**src/rtl/fetch_pkg.sv**
```systemverilog
// Shared types and constants for the instruction fetch stage.
// The IF/ID payload width is fixed by FETCH_N; instantiate fetch with N == FETCH_N.
package fetch_pkg;

  localparam int FETCH_N = 24;

  // Architectural NOP encoding; deliberately non-zero so a bubble is
  // distinguishable from fetched zero words.
  localparam logic [FETCH_N-1:0] NOP_INSTR = 24'hE00000;

  typedef struct packed {
    logic [FETCH_N-1:0] instr;
    logic [FETCH_N-1:0] pc_plus8;
    logic               valid;
  } if_id_t;

  typedef enum logic [1:0] {
    PC_SEQ,
    PC_BRANCH_E,
    PC_WB,
    PC_HOLD
  } pc_src_e;

  localparam if_id_t IF_ID_BUBBLE = '{instr: NOP_INSTR, pc_plus8: '0, valid: 1'b0};

  function automatic logic [31:0] sat_inc32(input logic [31:0] v);
    return (v == 32'hFFFF_FFFF) ? v : v + 32'd1;
  endfunction

endpackage

```
**src/rtl/fetch_if.sv**
```systemverilog
// Fetch-stage bus: hazard controls, redirects, instruction memory and IF/ID outputs.
// FETCH_PERF_CNT_EN adds the FetchCountF/BubbleCountF performance counter outputs.
interface fetch_if
  import fetch_pkg::*;
#(
  parameter int N = FETCH_N
);

  logic         StallF;
  logic         StallD;
  logic         FlushD;
  logic         BranchTakenE;
  logic [N-1:0] ALUResultE;
  logic         PCSrcW;
  logic [N-1:0] ResultW;
  logic [N-1:0] InstrF;
  logic         InstrValidF;
  logic [N-1:0] PCF;
  logic [N-1:0] InstrD;
  logic [N-1:0] PCPlus8D;
  logic         ValidD;
`ifdef FETCH_PERF_CNT_EN
  logic [31:0]  FetchCountF;
  logic [31:0]  BubbleCountF;
`endif

  // Core / hazard-unit / memory side.
  modport master (
    output StallF, StallD, FlushD, BranchTakenE, ALUResultE, PCSrcW, ResultW,
           InstrF, InstrValidF,
    input  PCF, InstrD, PCPlus8D, ValidD
`ifdef FETCH_PERF_CNT_EN
    , input FetchCountF, BubbleCountF
`endif
  );

  // Fetch stage side.
  modport slave (
    input  StallF, StallD, FlushD, BranchTakenE, ALUResultE, PCSrcW, ResultW,
           InstrF, InstrValidF,
    output PCF, InstrD, PCPlus8D, ValidD
`ifdef FETCH_PERF_CNT_EN
    , output FetchCountF, BubbleCountF
`endif
  );

endinterface

```
**src/rtl/fetch_if_id_reg.sv**
```systemverilog
// IF/ID pipeline register: flush > stall > memory-wait bubble > load.
// Asynchronous reset loads a bubble.
module fetch_if_id_reg
  import fetch_pkg::*;
(
  input  logic   clk,
  input  logic   rst,
  input  logic   i_flush,
  input  logic   i_stall,
  input  logic   i_instr_valid,
  input  if_id_t i_fetched,
  output if_id_t o_q
);

  if_id_t r_q;
  if_id_t w_next;

  always_comb begin
    w_next = r_q;
    if (i_flush) begin
      w_next = IF_ID_BUBBLE;
    end else if (i_stall) begin
      w_next = r_q;
    end else if (!i_instr_valid) begin
      w_next = IF_ID_BUBBLE;
    end else begin
      w_next = i_fetched;
    end
  end

  always_ff @(posedge clk or posedge rst) begin
    if (rst) begin
      r_q <= IF_ID_BUBBLE;
    end else begin
      r_q <= w_next;
    end
  end

  assign o_q = r_q;

endmodule

```
**src/rtl/fetch.sv**
```systemverilog
// Instruction fetch stage: PC register, next-PC redirect mux and IF/ID register.
// Define FETCH_PERF_CNT_EN to add saturating fetch/bubble counters.
module fetch
  import fetch_pkg::*;
#(
  parameter int          N        = FETCH_N,
  parameter int unsigned PC_STEP  = 1,
  parameter logic [N-1:0] RESET_PC = '0
) (
  input  logic  clk,
  input  logic  rst,
  fetch_if.slave bus
);

  localparam logic [N-1:0] STEP1 = N'(PC_STEP);
  localparam logic [N-1:0] STEP2 = N'(2 * PC_STEP);

  pc_src_e      w_pc_src;
  logic [N-1:0] w_pc_next;
  logic [N-1:0] r_pc;
  if_id_t       w_fetched;
  if_id_t       w_if_id;

  // Redirects win over every hold so a resolved branch is never lost to a stall.
  always_comb begin
    w_pc_src = PC_SEQ;
    if (bus.BranchTakenE) begin
      w_pc_src = PC_BRANCH_E;
    end else if (bus.PCSrcW) begin
      w_pc_src = PC_WB;
    end else if (bus.StallF || !bus.InstrValidF) begin
      w_pc_src = PC_HOLD;
    end
  end

  always_comb begin
    w_pc_next = r_pc + STEP1;
    case (w_pc_src)
      PC_BRANCH_E: w_pc_next = bus.ALUResultE;
      PC_WB:       w_pc_next = bus.ResultW;
      PC_HOLD:     w_pc_next = r_pc;
      default:     w_pc_next = r_pc + STEP1;
    endcase
  end

  always_ff @(posedge clk or posedge rst) begin
    if (rst) begin
      r_pc <= RESET_PC;
    end else begin
      r_pc <= w_pc_next;
    end
  end

  assign w_fetched = '{instr: bus.InstrF, pc_plus8: r_pc + STEP2, valid: 1'b1};

  fetch_if_id_reg u_if_id_reg (
    .clk          (clk),
    .rst          (rst),
    .i_flush      (bus.FlushD),
    .i_stall      (bus.StallD),
    .i_instr_valid(bus.InstrValidF),
    .i_fetched    (w_fetched),
    .o_q          (w_if_id)
  );

  assign bus.PCF      = r_pc;
  assign bus.InstrD   = w_if_id.instr;
  assign bus.PCPlus8D = w_if_id.pc_plus8;
  assign bus.ValidD   = w_if_id.valid;

`ifdef FETCH_PERF_CNT_EN
  logic [31:0] r_fetch_cnt;
  logic [31:0] r_bubble_cnt;
  logic        w_load;
  logic        w_load_valid;

  // A stall hold is not a load; flush and memory-wait loads count as bubbles.
  assign w_load       = bus.FlushD || !bus.StallD;
  assign w_load_valid = !bus.FlushD && bus.InstrValidF;

  always_ff @(posedge clk or posedge rst) begin
    if (rst) begin
      r_fetch_cnt  <= '0;
      r_bubble_cnt <= '0;
    end else if (w_load) begin
      if (w_load_valid) begin
        r_fetch_cnt <= sat_inc32(r_fetch_cnt);
      end else begin
        r_bubble_cnt <= sat_inc32(r_bubble_cnt);
      end
    end
  end

  assign bus.FetchCountF  = r_fetch_cnt;
  assign bus.BubbleCountF = r_bubble_cnt;
`endif

endmodule

```
**src/flat_wrapper.sv**
```systemverilog
// flat-port wrapper written by rule: the top's interface ports become plain ports
module fetch_flat import fetch_pkg::*;
#(
  parameter int          N        = FETCH_N,
  parameter int unsigned PC_STEP  = 1,
  parameter logic [N-1:0] RESET_PC = '0
)
  (clk, rst, bus_StallF, bus_StallD, bus_FlushD, bus_BranchTakenE, bus_ALUResultE, bus_PCSrcW, bus_ResultW, bus_InstrF, bus_InstrValidF, bus_PCF, bus_InstrD, bus_PCPlus8D, bus_ValidD);
  fetch_if #(.N(N)) bus_i ();
  input  logic clk;
  input  logic rst;
  input wire logic [$bits(bus_i.StallF)-1:0] bus_StallF;
  input wire logic [$bits(bus_i.StallD)-1:0] bus_StallD;
  input wire logic [$bits(bus_i.FlushD)-1:0] bus_FlushD;
  input wire logic [$bits(bus_i.BranchTakenE)-1:0] bus_BranchTakenE;
  input wire logic [$bits(bus_i.ALUResultE)-1:0] bus_ALUResultE;
  input wire logic [$bits(bus_i.PCSrcW)-1:0] bus_PCSrcW;
  input wire logic [$bits(bus_i.ResultW)-1:0] bus_ResultW;
  input wire logic [$bits(bus_i.InstrF)-1:0] bus_InstrF;
  input wire logic [$bits(bus_i.InstrValidF)-1:0] bus_InstrValidF;
  output wire logic [$bits(bus_i.PCF)-1:0] bus_PCF;
  output wire logic [$bits(bus_i.InstrD)-1:0] bus_InstrD;
  output wire logic [$bits(bus_i.PCPlus8D)-1:0] bus_PCPlus8D;
  output wire logic [$bits(bus_i.ValidD)-1:0] bus_ValidD;
  assign bus_i.StallF = bus_StallF;
  assign bus_i.StallD = bus_StallD;
  assign bus_i.FlushD = bus_FlushD;
  assign bus_i.BranchTakenE = bus_BranchTakenE;
  assign bus_i.ALUResultE = bus_ALUResultE;
  assign bus_i.PCSrcW = bus_PCSrcW;
  assign bus_i.ResultW = bus_ResultW;
  assign bus_i.InstrF = bus_InstrF;
  assign bus_i.InstrValidF = bus_InstrValidF;
  assign bus_PCF = bus_i.PCF;
  assign bus_InstrD = bus_i.InstrD;
  assign bus_PCPlus8D = bus_i.PCPlus8D;
  assign bus_ValidD = bus_i.ValidD;
  fetch #(.N(N), .PC_STEP(PC_STEP), .RESET_PC(RESET_PC)) u_core (.clk(clk), .rst(rst), .bus(bus_i));
endmodule
```
**config.mk**
```make
export PLATFORM = sky130hd
export DESIGN_NAME = fetch_flat
export DESIGN_NICKNAME = d
export VERILOG_FILES = /design/src/rtl/fetch_pkg.sv /design/src/rtl/fetch_if.sv /design/src/rtl/fetch_if_id_reg.sv /design/src/rtl/fetch.sv /design/src/flat_wrapper.sv
export SDC_FILE = /design/constraint.sdc
export NUM_CORES = 1
export LEC_CHECK = 0
export ABC_CLOCK_PERIOD_IN_PS = 2960
export CAP_MARGIN = 20
export CORE_UTILIZATION = 45
export CTS_CLUSTER_SIZE = 16
export DETAILED_ROUTE_END_ITERATION = 7
export PLACE_DENSITY_LB_ADDON = 0.3
export SLEW_MARGIN = 25
export SYNTH_ARGS = -nofsm -noshare
export SYNTH_HDL_FRONTEND = slang
export SYNTH_SLANG_ARGS = --single-unit
```
**constraint.sdc**
```tcl
create_clock -name clk -period 2.96 [get_ports clk]
set_input_delay 0.888 -clock clk [delete_from_list [all_inputs] [get_ports clk]]
set_output_delay 0.888 -clock clk [all_outputs]
set_load 0.1 [all_outputs]
```
==> impl_metrics.csv <==
group,metric,value,unit
logic_synthesis,synth.net_count,515,
die,dieHeight,96.92,um
setup_path,critPathMaxFanout,12,
detailed_routing,wirelength,12.18,mm
sta,slew_violations,0,
layout,layout_commonest_cell,"buf_4",
die,dieWidth,96.92,um
detailed_routing,dr.pass1.iters,5,
setup_path,critPathKind,"input pin to flop",
layout,post-route-util,0.6494,
placed_design,dpl.hpwl,8.959,mm
layout,drive_gt1_frac,0.2155,
placed_design,place_inst,672,
sta,fin_skew,0.01334,ns
outcome,status,"complete, no violations",
layout,layout_common_cells,"84 x buf_4, 79 x clkdlybuf4s50_1, 70 x dfrtp_1",
layout,final_nets,657,
placed_design,place.gp.congestion,0.9044,
global_routing,gr-total-overflow,0,
logic_synthesis,ys.flop_type,"dfrtp_1",
setup_path,arrival,2.55,ns
cts,cts_tree,"done",
detailed_routing,wl_per_cell,17.71,um
logic_synthesis,yosys_warnings,0,
detailed_routing,via_per_inst,5.733,
placed_design,portBuffers,152,
die,die_area,9393,um2
setup_path,worstPathRequired,3.19,ns
sta,hold_slack,0.4828,ns
cts,clock_sinks,73,
logic_synthesis,synth_edf_count,0,
sta,max-slew-margin-rel,0.4255,
die,initial_utilization,0.4648,
layout,antennaDiodeCount,0,
cts,cts_resized,0,
global_routing,grt_max_degree,56,
logic_synthesis,synth_cell_type_count,61,
logic_synthesis,synth_seq_cells,73,
cts,cts_buffers,9,
layout,syn2layout_area_growth,39.69,%
logic_synthesis,synthArstFlopShare,1.000,
global_routing,grt_usage,0.2624,
logic_synthesis,ys_seq_area_frac,0.4515,
logic_synthesis,synth_cells,433,
setup_path,startpoint_type,"input pin",
placed_design,place_area,5468,um2
power_and_ir_drop,leakage,2.474,nW
min_path,hp-class,"flop to flop",
logic_synthesis,syn_area_per_cell,9.362,um2
sta,rsz0062_at_grt,"no",
detailed_routing,ant_nets,0,
sta,tns,0,ns
sta,layout_worst_path_cycle_share,0.7843,
layout,fin_area,5663,um2
cts,hold_buffers,0,
cts,clock_latency,0.35,ns
cts,cts_root_buf,"clkbuf_8",
setup_path,crit_path_end_kind,"flop",
global_routing,grt_pass1_wl,19.74,mm
detailed_routing,drc,0,
die,core_area,8721,um2
layout,layoutNonFillerInstCount,688,
global_routing,grt_pass1_vias,3829,
logic_synthesis,synth_area,4054,um2
global_routing,antenna_found_initial,0,
detailed_routing,first_iter_violations,231,
cts,clkTransAtPathRegs,0.08,ns
sta,period_needed,2.321,ns
run,max_cap_violations,0,
die,core.rowCount,34,
sta,worstMarginPinSlew,0.8617,ns
sta,hold_viol_final,0,
die,ios,153,
cts,htree_levels,3,
sta,setup_violations,0,
power_and_ir_drop,peakVddDrop,277.2,uV
cts,clock_path_buffers,2,
detailed_routing,via_count,3944,
cts,cts_setup_buffers,0,
sta,fmax,430.8,MHz
power_and_ir_drop,power.density,537.1,nW/um2
-- cell type report --
cell class                      instances  area [um2]
Timing Repair Buffer                  165        1461
Tap cell                              108       135.1
Multi-Input combinational cell        316        2003
Fill cell                             739        3058
Clock buffer                           10       127.6
Sequential cell                        73        1831
Clock inverter                          6       67.56
Inverter                               10       37.54
-- critical path: stages --
cell	delay, ns
clkdlybuf4s50_1	0.59
or2_2	0.48
nor2_1	0.20
nor2_1	0.06
a221oi_1	0.25
nor2_1	0.08
-- state kept, by name, indices dropped and copies added, names as in the netlist --
| register | count |
|---|---|
| u_core.bus.PCF | 24 |
| u_core.u_if_id_reg.o_q | 49 |
-- worst paths after layout --
kind,depth (start not counted),slack [ns],startpoint,endpoint
max,6,0.64,bus_PCSrcW,u_core.bus.PCF[11]
min,2,0.48,u_core.u_if_id_reg.o_q[6],u_core.u_if_id_reg.o_q[6]
max reg2reg,6,0.71,u_core.bus.PCF[1],u_core.bus.PCF[7]
min reg2reg,2,0.48,u_core.u_if_id_reg.o_q[6],u_core.u_if_id_reg.o_q[6]
max in group asynchronous,3,1.41,rst,u_core.u_if_id_reg.o_q[46]
min in group asynchronous,2,0.86,rst,u_core.u_if_id_reg.o_q[12]
-- stage by stage --
stage | total power (W) | setup WS [ns]
after floorplan | 0.001947 | 0.2237
after global placement | 0.002252 | 0.3442
after detailed placement | 0.002266 | 0.2901
after CTS | 0.003053 | 0.6591
after global routing | 0.003147 | 0.4497
final | 0.003042 | 0.6386
-- logic make-up after synthesis --
logic type,synth area share
buffers and inverters,0.05617
adders and majority gates,0.006172
xor gates and xnor gates,0.04753
DFF,0.4515
AOI/OAI and AO/OA,0.2389
and+or+nand+nor,0.1997
-- layer usage --
layer  vias up  GRT usage  wire, um
li1       1849          -         -
met1      1875     0.3512      5406
met2       202     0.4231      5740
met3        18    0.04913       792
met4         0    0.09874       245
met5         -          0         0
-- Yosys cell counts, types with 6 or more instances --
cell type,number,area (um2)
dfrtp_1,70,1752
nand2_1,55,206.5
o21ai_0,33,165.2
a21oi_1,30,150.1
a22o_1,27,236.5
nor2_1,25,93.84
nand3_1,13,65.06
nor2b_1,13,81.33
clkbuf_1,12,45.04
xor2_1,12,105.1
buf_2,11,55.05
inv_1,10,37.54
nor3_1,10,50.05
xnor2_1,10,87.58
o31ai_1,9,67.56
a22oi_1,8,60.06
nand4_1,7,43.79
a31oi_1,6,37.54
-- power by group --
part,switching [W],internal (W)
Sequential,0.000123,0.00107
Clock,0.000400,0.000393
Combinational,0.000749,0.000310
Note: power is estimated with default switching activity, not from simulation.
